===== src/rtl/nibble_serial_sub16.sv =====
// Serial subtractor: one 4-bit lookahead-borrow slice per cycle, LSB slice first.
// Define APPROX_LSN_EN to replace slice 0 with a borrow-free XOR approximation.
module nibble_serial_sub16 #(
   parameter int NIB = 4
) (
   input  logic            clk,
   input  logic            rst_n,
   input  logic            in_valid,
   output logic            in_ready,
   input  logic [4*NIB-1:0] a,
   input  logic [4*NIB-1:0] b,
   input  logic            bin,
   output logic            out_valid,
   input  logic            out_ready,
   output logic [4*NIB-1:0] diff,
   output logic            bout
);

   localparam int W  = 4 * NIB;
   localparam int CW = (NIB > 1) ? $clog2(NIB) : 1;
   localparam logic [CW-1:0] LAST = CW'(NIB - 1);

   typedef enum logic [1:0] {IDLE, BUSY, DONE} state_t;

   state_t        state_q, state_d;
   logic [W-1:0]  a_sh, b_sh, acc, acc_n;
   logic          bor;
   logic [CW-1:0] cnt;
   logic [3:0]    sd;
   logic          so;
   logic          last;

   // Borrow into every bit is a flat sum-of-products of g, p and the slice borrow-in.
   function automatic logic [4:0] sub4(input logic [3:0] x, input logic [3:0] y, input logic ci);
      logic [3:0] g, p, c;
      logic       co;
      g    = ~x & y;
      p    = ~(x ^ y);
      c[0] = ci;
      c[1] = g[0] | (p[0] & ci);
      c[2] = g[1] | (p[1] & g[0]) | (p[1] & p[0] & ci);
      c[3] = g[2] | (p[2] & g[1]) | (p[2] & p[1] & g[0]) | (p[2] & p[1] & p[0] & ci);
      co   = g[3] | (p[3] & g[2]) | (p[3] & p[2] & g[1]) | (p[3] & p[2] & p[1] & g[0])
           | (p[3] & p[2] & p[1] & p[0] & ci);
      return {co, x ^ y ^ c};
   endfunction

   assign last      = (cnt == LAST);
   assign in_ready  = (state_q == IDLE);
   assign out_valid = (state_q == DONE);

   always_comb begin
      {so, sd} = sub4(a_sh[3:0], b_sh[3:0], bor);
`ifdef APPROX_LSN_EN
      if (cnt == '0) begin
         sd = a_sh[3:0] ^ b_sh[3:0];
         so = b_sh[3] & ~a_sh[3];
      end
`endif
      // Result slices enter from the top so the word is aligned after NIB shifts.
      acc_n = (acc >> 4) | (W'(sd) << (W - 4));
   end

   always_comb begin
      state_d = state_q;
      case (state_q)
         IDLE:    if (in_valid)  state_d = BUSY;
         BUSY:    if (last)      state_d = DONE;
         DONE:    if (out_ready) state_d = IDLE;
         default:                state_d = IDLE;
      endcase
   end

   always_ff @(posedge clk or negedge rst_n) begin
      if (!rst_n) state_q <= IDLE;
      else        state_q <= state_d;
   end

   always_ff @(posedge clk or negedge rst_n) begin
      if (!rst_n) begin
         a_sh <= '0;
         b_sh <= '0;
         acc  <= '0;
         bor  <= 1'b0;
         cnt  <= '0;
         diff <= '0;
         bout <= 1'b0;
      end else begin
         case (state_q)
            IDLE: if (in_valid) begin
               a_sh <= a;
               b_sh <= b;
               bor  <= bin;
               cnt  <= '0;
            end
            BUSY: begin
               a_sh <= a_sh >> 4;
               b_sh <= b_sh >> 4;
               bor  <= so;
               acc  <= acc_n;
               cnt  <= cnt + 1'b1;
               if (last) begin
                  diff <= acc_n;
                  bout <= so;
               end
            end
            default: ;
         endcase
      end
   end

endmodule


===== config.mk =====
export PLATFORM = sky130hd
export DESIGN_NAME = nibble_serial_sub16
export DESIGN_NICKNAME = d
export VERILOG_FILES = /design/src/rtl/nibble_serial_sub16.sv
export SDC_FILE = /design/constraint.sdc
export NUM_CORES = 1
export LEC_CHECK = 0
export ABC_AREA = 1
export CORE_MARGIN = 1.5
export CORE_UTILIZATION = 46
export CTS_CLUSTER_SIZE = 12
export DETAILED_ROUTE_END_ITERATION = 16
export PLACE_DENSITY = 0.75
export SLEW_MARGIN = 20
export SYNTH_ARGS = -nofsm -noshare
export SYNTH_HDL_FRONTEND = slang
export SYNTH_SLANG_ARGS = --single-unit

===== constraint.sdc =====
create_clock -name clk -period 1.2 [get_ports clk]
set_input_delay 0.24 -clock clk [delete_from_list [all_inputs] [get_ports clk]]
set_output_delay 0.24 -clock clk [all_outputs]
set_load 0.03 [all_outputs]

==> results of run 1 <==
==> power groups by stage <==
stage / registers [mW] / clock network (mW) / logic (mW)
after floorplan: 4.18 / 0 / 3.24
after global placement: 3.80 / 0 / 5.32
after detailed placement: 3.83 / 0 / 5.51
after CTS: 3.81 / 2.28 / 6.34
after global routing: 4.14 / 2.42 / 9.60
final: 4.03 / 2.34 / 8.97
==> path summary, 6_finish.rpt <==
kind                                        start                     end  slack, ns  cells past startpoint
min                                         rst_n     a_sh[9]$_DFFE_PN0P_       0.41                      3
min reg2reg                   diff[3]$_DFFE_PN0P_     diff[3]$_DFFE_PN0P_       0.49                      2
max in group asynchronous                   rst_n  state_q[1]$_DFFE_PN0P_       0.47                      3
max                        state_q[0]$_DFFE_PN0P_     b_sh[7]$_DFFE_PN0P_      -0.19                      7
max reg2reg                state_q[0]$_DFFE_PN0P_     b_sh[7]$_DFFE_PN0P_      -0.19                      7
min in group clk                        out_ready  state_q[1]$_DFFE_PN0P_       0.46                      2
==> flip-flops by register name, summed over array words and instances (netlist names) <==
register,flops
diff,16
state_q,2
b_sh,16
a_sh,16
cnt,2
bout,1
bor,1
acc,12
==> per-stage QoR <==
stage	cell area, um^2	hold WS [ns]	power [mW]
floorplan	2880	-0.0556	7.42
finish	4540	0.409	15.3
global placement	3580	0.278	9.12
CTS	4000	0.454	12.4
detailed placement	3580	0.285	9.34
global route	4540	0.460	16.2
==> synthesized netlist by cell type <==
cell type,instances
sky130_fd_sc_hd__nand2_1,82
sky130_fd_sc_hd__buf_2,10
sky130_fd_sc_hd__buf_4,1
sky130_fd_sc_hd__nor2_4,1
sky130_fd_sc_hd__clkbuf_1,2
sky130_fd_sc_hd__a21o_1,1
sky130_fd_sc_hd__dfrtp_1,66
sky130_fd_sc_hd__nand2_2,1
sky130_fd_sc_hd__o21ai_1,17
sky130_fd_sc_hd__nor2_1,32
sky130_fd_sc_hd__clkbuf_2,1
sky130_fd_sc_hd__o21a_1,1
sky130_fd_sc_hd__buf_6,1
sky130_fd_sc_hd__o31ai_1,1
sky130_fd_sc_hd__o21ai_0,48
sky130_fd_sc_hd__nand4_1,1
sky130_fd_sc_hd__ha_1,5
sky130_fd_sc_hd__a32o_1,8
sky130_fd_sc_hd__inv_1,15
sky130_fd_sc_hd__a22o_1,1
sky130_fd_sc_hd__nand3b_1,1
sky130_fd_sc_hd__a21oi_1,1
sky130_fd_sc_hd__fa_1,1
sky130_fd_sc_hd__nand3_1,3
sky130_fd_sc_hd__or2_2,1
sky130_fd_sc_hd__o21ai_2,1
sky130_fd_sc_hd__o22ai_1,4
sky130_fd_sc_hd__inv_2,4
sky130_fd_sc_hd__xnor2_1,1
==> logic make-up (layout without fill, tap and decap cells) <==
kind of cell	Yosys count	after routing	synth area share
AOI/OAI and AO/OA	83	83	0.167
xor gates and xnor gates	1	1	0.00307
adders and majority gates	6	6	0.0290
buffers and inverters	34	129	0.0535
DFF	66	66	0.579
and+or+nand+nor	122	122	0.169
==> placed cells by master (no fill, tap or decap), types with 3 or more instances in the layout <==
cell type	n
sky130_fd_sc_hd__a32o_1	8
sky130_fd_sc_hd__buf_12	5
sky130_fd_sc_hd__buf_4	31
sky130_fd_sc_hd__buf_6	10
sky130_fd_sc_hd__buf_8	4
sky130_fd_sc_hd__bufinv_16	3
sky130_fd_sc_hd__clkbuf_16	6
sky130_fd_sc_hd__clkbuf_8	9
sky130_fd_sc_hd__clkdlybuf4s50_1	35
sky130_fd_sc_hd__dfrtp_1	64
sky130_fd_sc_hd__ha_4	3
sky130_fd_sc_hd__inv_1	11
sky130_fd_sc_hd__inv_2	4
sky130_fd_sc_hd__nand2_1	68
sky130_fd_sc_hd__nand2_2	10
sky130_fd_sc_hd__nand2_4	5
sky130_fd_sc_hd__nor2_1	11
sky130_fd_sc_hd__nor2_2	11
sky130_fd_sc_hd__nor2_4	11
sky130_fd_sc_hd__o21ai_1	32
sky130_fd_sc_hd__o21ai_2	31
sky130_fd_sc_hd__o21ai_4	3
sky130_fd_sc_hd__o22ai_1	3
==> layer usage <==
layer / routed length [um] / track usage / vias to the layer above / part of all wire
met4: 164 / 0.0814 / 0 / 0.019
met1: 3570 / 0.310 / 1324 / 0.40
met3: 483 / 0.0344 / 17 / 0.055
li1: - / - / 1228 / -
met5: 0 / 0 / - / 0
met2: 4640 / 0.365 / 104 / 0.52
==> what timing repair did <==
action,4_1_cts,5_1_grt
hold buffers,1,0
hold endpoints to repair,66,0
setup endpoints to repair,24,66
gates cloned,0,9
resized for setup,41,135
buffers inserted,8,4
pin swaps,8,26
==> final cells by class <==
cell class | count | share of cell area
clock buffers | 9 | 0.0273
multi-input cells | 212 | 0.313
well taps | 75 | 0.0207
flip-flops and latches | 66 | 0.365
clock inverters | 7 | 0.0259
inverters | 19 | 0.0212
repair inverters | 1 | 0.00248
repair buffers | 93 | 0.225
==> critical path: stages (launching register included) <==
cell and delay, ns:
sky130_fd_sc_hd__dfrtp_1 0.41, sky130_fd_sc_hd__buf_6 0.15, sky130_fd_sc_hd__inv_6 0.04, sky130_fd_sc_hd__nor2_4 0.14, sky130_fd_sc_hd__buf_4 0.15, sky130_fd_sc_hd__clkbuf_16 0.13, sky130_fd_sc_hd__nor2_1 0.05, sky130_fd_sc_hd__o21ai_1 0.23
==> impl_metrics.prom, run 1 <==
# TYPE chip_impl_metric gauge
chip_impl_metric{name="worst_pin_slew",unit="ns"} 0.349
chip_impl_metric{name="synth_seq_area_share",unit=""} 0.579
chip_impl_metric{name="clk_pin_slew",unit="ns"} 0.09
chip_impl_metric{name="clock_path_buffers",unit=""} 2
chip_impl_info{name="yosysTopAreaCell",value="sky130_fd_sc_hd__dfrtp_1"} 1
chip_impl_metric{name="post_synth_inst_count",unit=""} 312
chip_impl_metric{name="syn-cell-area",unit="mm^2"} 0.00285
chip_impl_metric{name="setup_violations",unit=""} 60
chip_impl_metric{name="htreeDepth",unit=""} 3
chip_impl_metric{name="power.share.sequential",unit=""} 0.263
chip_impl_metric{name="skew",unit="ns"} 0.0131
chip_impl_metric{name="timing.slew.headroom",unit=""} 0.767
chip_impl_metric{name="maxCapViolations",unit=""} 0
chip_impl_metric{name="synth_seq_cells",unit=""} 66
chip_impl_info{name="setup.worst_path.start_class",value="flip-flop"} 1
chip_impl_metric{name="yosys.cell_types.count",unit=""} 29
chip_impl_metric{name="diodes",unit=""} 0
chip_impl_metric{name="routed_wl",unit="um"} 8850
chip_impl_metric{name="max-vdd-ir-drop",unit="uV"} 1890
chip_impl_info{name="cp-end-kind",value="flip-flop"} 1
chip_impl_metric{name="dieArea",unit="mm^2"} 0.00668
chip_impl_metric{name="post_route_cells_drive_above_1_share",unit=""} 0.400
chip_impl_metric{name="layout.nets",unit=""} 445
chip_impl_metric{name="overflow",unit=""} 0
chip_impl_metric{name="first_global_vias",unit=""} 2400
chip_impl_metric{name="swShare",unit=""} 0.430
chip_impl_metric{name="fmaxAchievable",unit="MHz"} 717
chip_impl_metric{name="synthDominantCellAreaShare",unit=""} 0.579
chip_impl_metric{name="min_period",unit="ns"} 1.39
chip_impl_metric{name="maximum_number_of_pins_on_one_net_before_global_route_repair",unit=""} 67
chip_impl_metric{name="combinational_power_share",unit=""} 0.585
chip_impl_metric{name="avgRoutedWirePerCell",unit="um"} 18.4
chip_impl_metric{name="p_sw",unit="mW"} 6.59
chip_impl_metric{name="floorplan.initialDensity",unit=""} 0.479
chip_impl_metric{name="route.antenna.remaining_nets",unit=""} 0
chip_impl_metric{name="static_leak",unit="nW"} 2.08
chip_impl_metric{name="dr_vias",unit=""} 2673
chip_impl_metric{name="cellInternalPower",unit="mW"} 8.75
chip_impl_metric{name="fill_cells",unit=""} 367
chip_impl_metric{name="die_w",unit="um"} 81.7
chip_impl_metric{name="grt_use_total",unit=""} 0.226
chip_impl_metric{name="synthesis.nets",unit=""} 355
chip_impl_metric{name="grt_pass1_wl",unit="um"} 11400
chip_impl_metric{name="hpwlAfterDp",unit="um"} 4260
chip_impl_metric{name="setup_tns",unit="ns"} -7.59
chip_impl_metric{name="regArea",unit="mm^2"} 0.00165
chip_impl_metric{name="post-route-worst-setup-slack",unit="ns"} -0.194
chip_impl_metric{name="drt-initial-drc-count",unit=""} 211
chip_impl_metric{name="num_io_pins",unit=""} 56
chip_impl_metric{name="die_y",unit="um"} 81.7
chip_impl_info{name="cts.root.buffer_cell",value="sky130_fd_sc_hd__clkbuf_8"} 1
chip_impl_metric{name="cp.required",unit="ns"} 1.46
chip_impl_info{name="hp-class",value="in2async"} 1
chip_impl_metric{name="cts_made_buffers",unit=""} 9
chip_impl_metric{name="grt_antenna_before_repair",unit=""} 0
chip_impl_metric{name="placedCellCount",unit=""} 446
chip_impl_metric{name="synthesis_warnings",unit=""} 0
chip_impl_metric{name="layoutNonFillerInstCount",unit=""} 482
chip_impl_metric{name="final-max-slew-violation-count",unit=""} 0
chip_impl_metric{name="final_cycle_share",unit=""} 1.16
chip_impl_metric{name="pre_cts_ws",unit="ns"} -0.232
chip_impl_metric{name="drt-vias-per-instance",unit=""} 5.55
chip_impl_metric{name="flow.area_growth_from_synthesis",unit="%"} 59.1
chip_impl_metric{name="remaining_drc_errors",unit=""} 0
chip_impl_metric{name="numClockSinks",unit=""} 66
chip_impl_info{name="result_of_the_run",value="complete, but fails checks"} 1
chip_impl_metric{name="crit_fanout",unit=""} 4
chip_impl_metric{name="multi_input_comb_area",unit="mm^2"} 0.00142
chip_impl_info{name="failing_checks",value="setup timing"} 1
chip_impl_metric{name="critPathArrivalTime",unit="ns"} 1.65
chip_impl_metric{name="core_region_area",unit="mm^2"} 0.00596
chip_impl_info{name="synth_area_leaders",value="sky130_fd_sc_hd__dfrtp_1, sky130_fd_sc_hd__nand2_1, sky130_fd_sc_hd__o21ai_0"} 1
chip_impl_metric{name="place.gp.congestion",unit=""} 0.840
chip_impl_metric{name="power-per-cell-area",unit="mW/mm^2"} 3380
chip_impl_metric{name="final_core_util",unit=""} 0.762
chip_impl_metric{name="fp-row-count",unit=""} 28
chip_impl_metric{name="postSynthAreaPerCell",unit="um^2"} 9.14
chip_impl_metric{name="number_of_i_o_port_buffers",unit=""} 55
chip_impl_info{name="crit_type",value="reg2reg"} 1
chip_impl_info{name="grt_setup_unrepaired",value="yes"} 1
chip_impl_metric{name="worstSkewPairLatency",unit="ns"} 0.36
chip_impl_info{name="cts_tree",value="built"} 1
chip_impl_metric{name="detailedRoute.firstPassIterationCount",unit=""} 4
chip_impl_metric{name="finalHoldViolations",unit=""} 0
chip_impl_metric{name="p_clk_frac",unit=""} 0.152
Note: power is estimated with default switching activity, not from simulation.
==> run 2: changes to the inputs <==
--- a/config.mk
+++ b/config.mk
@@ -5,12 +5,13 @@
 export SDC_FILE = /design/constraint.sdc
 export NUM_CORES = 1
 export LEC_CHECK = 0
-export ABC_AREA = 1
+export ABC_AREA = 0
 export CORE_MARGIN = 1.5
-export CORE_UTILIZATION = 46
+export CORE_UTILIZATION = 47
 export CTS_CLUSTER_SIZE = 12
 export DETAILED_ROUTE_END_ITERATION = 16
 export PLACE_DENSITY = 0.75
+export RECOVER_POWER = 50
 export SLEW_MARGIN = 20
 export SYNTH_ARGS = -nofsm -noshare
 export SYNTH_HDL_FRONTEND = slang
==> run 2 against run 1 <==
  * The flow finishes with violations (DRC, setup timing)
  * Largest power group unchanged
  * First-iteration DRC count decreased by 24%
  * Sequential power increased by 2%
  * Clock power decreased by 26%
==> impl_metrics.prom, run 2 <==
# TYPE chip_impl_metric gauge
chip_impl_metric{name="synthDominantCellAreaShare",unit=""} 0.525
chip_impl_metric{name="post_synth_and_or_nand_nor_area_fraction",unit=""} 0.232
chip_impl_metric{name="first_global_vias",unit=""} 2709
chip_impl_metric{name="post_synth_inst_count",unit=""} 336
chip_impl_metric{name="cts_made_buffers",unit=""} 9
chip_impl_info{name="setup.worst_path.start_class",value="flip-flop"} 1
chip_impl_metric{name="critPathArrivalTime",unit="ns"} 1.79
chip_impl_metric{name="place.gp.congestion",unit=""} 0.820
chip_impl_metric{name="clock_path_buffers",unit=""} 2
chip_impl_metric{name="grt_antenna_before_repair",unit=""} 0
chip_impl_metric{name="worst_pin_slew",unit="ns"} 0.599
chip_impl_info{name="cpMaxStageDelayCell",value="sky130_fd_sc_hd__dfrtp_1"} 1
chip_impl_metric{name="post_route_cells_drive_above_1_share",unit=""} 0.454
chip_impl_info{name="result_of_the_run",value="complete, but fails checks"} 1
chip_impl_info{name="crit_type",value="reg2reg"} 1
chip_impl_metric{name="placedInstanceArea",unit="mm^2"} 0.00393
chip_impl_info{name="hold_path_startpoint",value="diff[0]$_DFFE_PN0P_"} 1
chip_impl_info{name="final_cell_mix",value="sky130_fd_sc_hd__dfrtp_1, sky130_fd_sc_hd__nand2_1, sky130_fd_sc_hd__buf_4"} 1
chip_impl_metric{name="diodes",unit=""} 0
chip_impl_metric{name="cp_num_buf_inv",unit=""} 1
chip_impl_metric{name="dr_vias",unit=""} 2901
chip_impl_info{name="yosysTopAreaCell",value="sky130_fd_sc_hd__dfrtp_1"} 1
chip_impl_metric{name="xor_xnor_share_of_the_synthesized_area",unit=""} 0.00278
chip_impl_info{name="critPathLaunch",value="a_sh[1]$_DFFE_PN0P_"} 1
chip_impl_info{name="timing.critical_path.cells",value="inv_2, ha_4, o21a_1, a211o_1, a31oi_1"} 1
chip_impl_metric{name="number_of_i_o_port_buffers",unit=""} 55
chip_impl_info{name="cp-end-kind",value="flip-flop"} 1
chip_impl_metric{name="fill_cells",unit=""} 387
chip_impl_metric{name="grt_pass1_wl",unit="um"} 13300
chip_impl_metric{name="routed_wl",unit="um"} 9850
chip_impl_metric{name="finalHoldViolations",unit=""} 0
chip_impl_info{name="critical_path.reg2reg.startpoint",value="a_sh[1]$_DFFE_PN0P_"} 1
chip_impl_metric{name="drt-initial-drc-count",unit=""} 160
chip_impl_info{name="synth_most_common_cell",value="sky130_fd_sc_hd__nand2_1"} 1
chip_impl_info{name="synth_flop_cell",value="sky130_fd_sc_hd__dfrtp_1"} 1
chip_impl_metric{name="hpwlAfterDp",unit="um"} 4760
chip_impl_metric{name="core_region_area",unit="mm^2"} 0.00642
chip_impl_info{name="synthTopCellsByCount",value="sky130_fd_sc_hd__nand2_1, sky130_fd_sc_hd__dfrtp_1, sky130_fd_sc_hd__a21oi_1"} 1
chip_impl_metric{name="floorplan.initialDensity",unit=""} 0.490
chip_impl_metric{name="fin_area",unit="mm^2"} 0.00511
chip_impl_metric{name="detailedRoute.firstPassIterationCount",unit=""} 11
chip_impl_metric{name="grt_use_total",unit=""} 0.237
chip_impl_metric{name="remaining_drc_errors",unit=""} 6
chip_impl_info{name="grt_setup_unrepaired",value="yes"} 1
chip_impl_info{name="cts.root.buffer_cell",value="sky130_fd_sc_hd__clkbuf_8"} 1
chip_impl_metric{name="cp.required",unit="ns"} 1.45
chip_impl_metric{name="synth.area.mux_share",unit=""} 0
chip_impl_metric{name="fmaxAchievable",unit="MHz"} 650
chip_impl_metric{name="synthesis.nets",unit=""} 379
chip_impl_metric{name="area_fraction_in_compound_gates_after_synthesis",unit=""} 0.156
chip_impl_metric{name="num_io_pins",unit=""} 56
chip_impl_metric{name="pre_cts_ws",unit="ns"} -0.340
chip_impl_info{name="failing_checks",value="DRC, setup timing"} 1
chip_impl_metric{name="max-vdd-ir-drop",unit="uV"} 1460
chip_impl_metric{name="crit_fanout",unit=""} 4
chip_impl_info{name="cts_tree",value="built"} 1
chip_impl_metric{name="die_w",unit="um"} 84.8
chip_impl_metric{name="die_y",unit="um"} 84.8
chip_impl_metric{name="final_cycle_share",unit=""} 1.28
chip_impl_metric{name="design_power_total",unit="mW"} 14.7
chip_impl_info{name="reg_top3",value="a_sh x16, b_sh x16, diff x16"} 1
chip_impl_metric{name="fp-row-count",unit=""} 29
chip_impl_metric{name="synth_seq_area_share",unit=""} 0.525
chip_impl_metric{name="htreeDepth",unit=""} 3
chip_impl_metric{name="drt-vias-per-instance",unit=""} 5.48
chip_impl_metric{name="cpPeakStageDelay",unit="ns"} 0.42
chip_impl_info{name="commonest_non_fill_non_tap_cell_in_the_layout",value="sky130_fd_sc_hd__dfrtp_1"} 1
chip_impl_metric{name="setup_tns",unit="ns"} -10.19
chip_impl_metric{name="avgRoutedWirePerCell",unit="um"} 18.6
chip_impl_metric{name="rrSetupSlack",unit="ns"} -0.34
chip_impl_metric{name="maxCapViolations",unit=""} 0
chip_impl_metric{name="async_reset_ff_frac",unit=""} 1.00
chip_impl_metric{name="route.antenna.remaining_nets",unit=""} 0
chip_impl_metric{name="edff_count_synth",unit=""} 0
chip_impl_metric{name="setup_violations",unit=""} 68
chip_impl_metric{name="syn-cell-area",unit="mm^2"} 0.00315
chip_impl_metric{name="overflow",unit=""} 0
chip_impl_metric{name="numClockSinks",unit=""} 66
chip_impl_info{name="synth_area_leaders",value="sky130_fd_sc_hd__dfrtp_1, sky130_fd_sc_hd__nand2_1, sky130_fd_sc_hd__and3b_1"} 1
chip_impl_info{name="critical_path.top_delay_family",value="compound AO/OA/AOI/OAI gates"} 1
chip_impl_metric{name="final-max-slew-violation-count",unit=""} 0
chip_impl_info{name="hp-class",value="reg2reg"} 1
chip_impl_metric{name="synth_seq_cells",unit=""} 66
chip_impl_metric{name="clk_pin_slew",unit="ns"} 0.07
chip_impl_info{name="synth_top_family_by_area",value="simple AND/OR/NAND/NOR gates"} 1
chip_impl_metric{name="static_leak",unit="nW"} 2.54
chip_impl_metric{name="worstSkewPairLatency",unit="ns"} 0.35
chip_impl_metric{name="dieArea",unit="mm^2"} 0.00720
chip_impl_metric{name="min_period",unit="ns"} 1.54
chip_impl_metric{name="post-route-worst-setup-slack",unit="ns"} -0.339
chip_impl_metric{name="power-per-cell-area",unit="mW/mm^2"} 2890
chip_impl_metric{name="synth_adder_area_share",unit=""} 0.0262
chip_impl_metric{name="yosys.cell_types.count",unit=""} 32
chip_impl_metric{name="flow.area_growth_from_synthesis",unit="%"} 62.3
chip_impl_metric{name="postSynthAreaPerCell",unit="um^2"} 9.37
chip_impl_metric{name="maximum_number_of_pins_on_one_net_before_global_route_repair",unit=""} 67
chip_impl_metric{name="synthesis_warnings",unit=""} 0
chip_impl_metric{name="skew",unit="ns"} 0.00909
chip_impl_metric{name="timing.slew.headroom",unit=""} 0.601
chip_impl_metric{name="layout.nets",unit=""} 490
==> run 2: report_power, final <==
group	internal, mW	switching [mW]
clock	0.915	0.820
sequential	3.20	0.906
combinational	4.54	4.36
==> run 2: final timing paths <==
check | depth (start not counted) | endpoint
max | 5 | diff[15]$_DFFE_PN0P_
min | 2 | diff[0]$_DFFE_PN0P_
max reg2reg | 5 | diff[15]$_DFFE_PN0P_
min reg2reg | 2 | diff[0]$_DFFE_PN0P_
max in group asynchronous | 3 | a_sh[10]$_DFFE_PN0P_
min in group asynchronous | 3 | diff[1]$_DFFE_PN0P_
==> run 2: cells by family after synthesis <==
group / after synthesis
AOI/OAI and AO/OA: 87
xor gates and xnor gates: 1
adders and majority gates: 6
buffers and inverters: 29
DFF: 66
and+or+nand+nor: 147
==> run 2: area by class of cell <==
type                            instances  area (um^2)  share of cell area
Clock inverter                          2         10.0             0.00196
Multi-Input combinational cell        246         1820               0.357
Clock buffer                           14          173              0.0338
Tap cell                               77         96.3              0.0189
Timing Repair Buffer                  117         1330               0.260
Sequential cell                        66         1650               0.324
Inverter                                7         26.3             0.00514
==> run 2: per-layer routing <==
layer  GRT usage  share of wire
met2       0.401           0.53
met5           0              0
met1       0.309           0.39
met3      0.0418          0.050
met4      0.0864          0.032
==> run 2: per-stage QoR <==
step	hold slack, ns	util	cells
finish	0.483	0.795	529
global route	0.494	0.795	529
CTS	0.458	0.711	514
detailed placement	0.282	0.611	478
global placement	0.286	0.611	478
floorplan	-0.0556	-	336
==> run 2: worst min-delay path, cell delays in order, from the launching register on <==
cell,delay [ns]
sky130_fd_sc_hd__dfrtp_1,0.36
sky130_fd_sc_hd__nand2_2,0.05
sky130_fd_sc_hd__nand2_1,0.04
==> run 2: what timing repair did <==
action                                  CTS  global route
pin swaps                                26            67
setup buffers                            15            10
endpoints found under the setup margin   37            68
gates cloned                              5             9
hold endpoints to repair                 66             0
resized for setup                        82           101
hold buffers                              1             0
==> run 3: changes to the inputs <==
--- a/config.mk
+++ b/config.mk
@@ -10,6 +10,7 @@
 export CORE_UTILIZATION = 47
 export CTS_CLUSTER_SIZE = 12
 export DETAILED_ROUTE_END_ITERATION = 16
+export GPL_TIMING_DRIVEN = 1
 export PLACE_DENSITY = 0.75
 export RECOVER_POWER = 50
 export SLEW_MARGIN = 20
==> results of run 3 <==
Same layout as run 2: the final DEF is identical, and so are final timing and power.
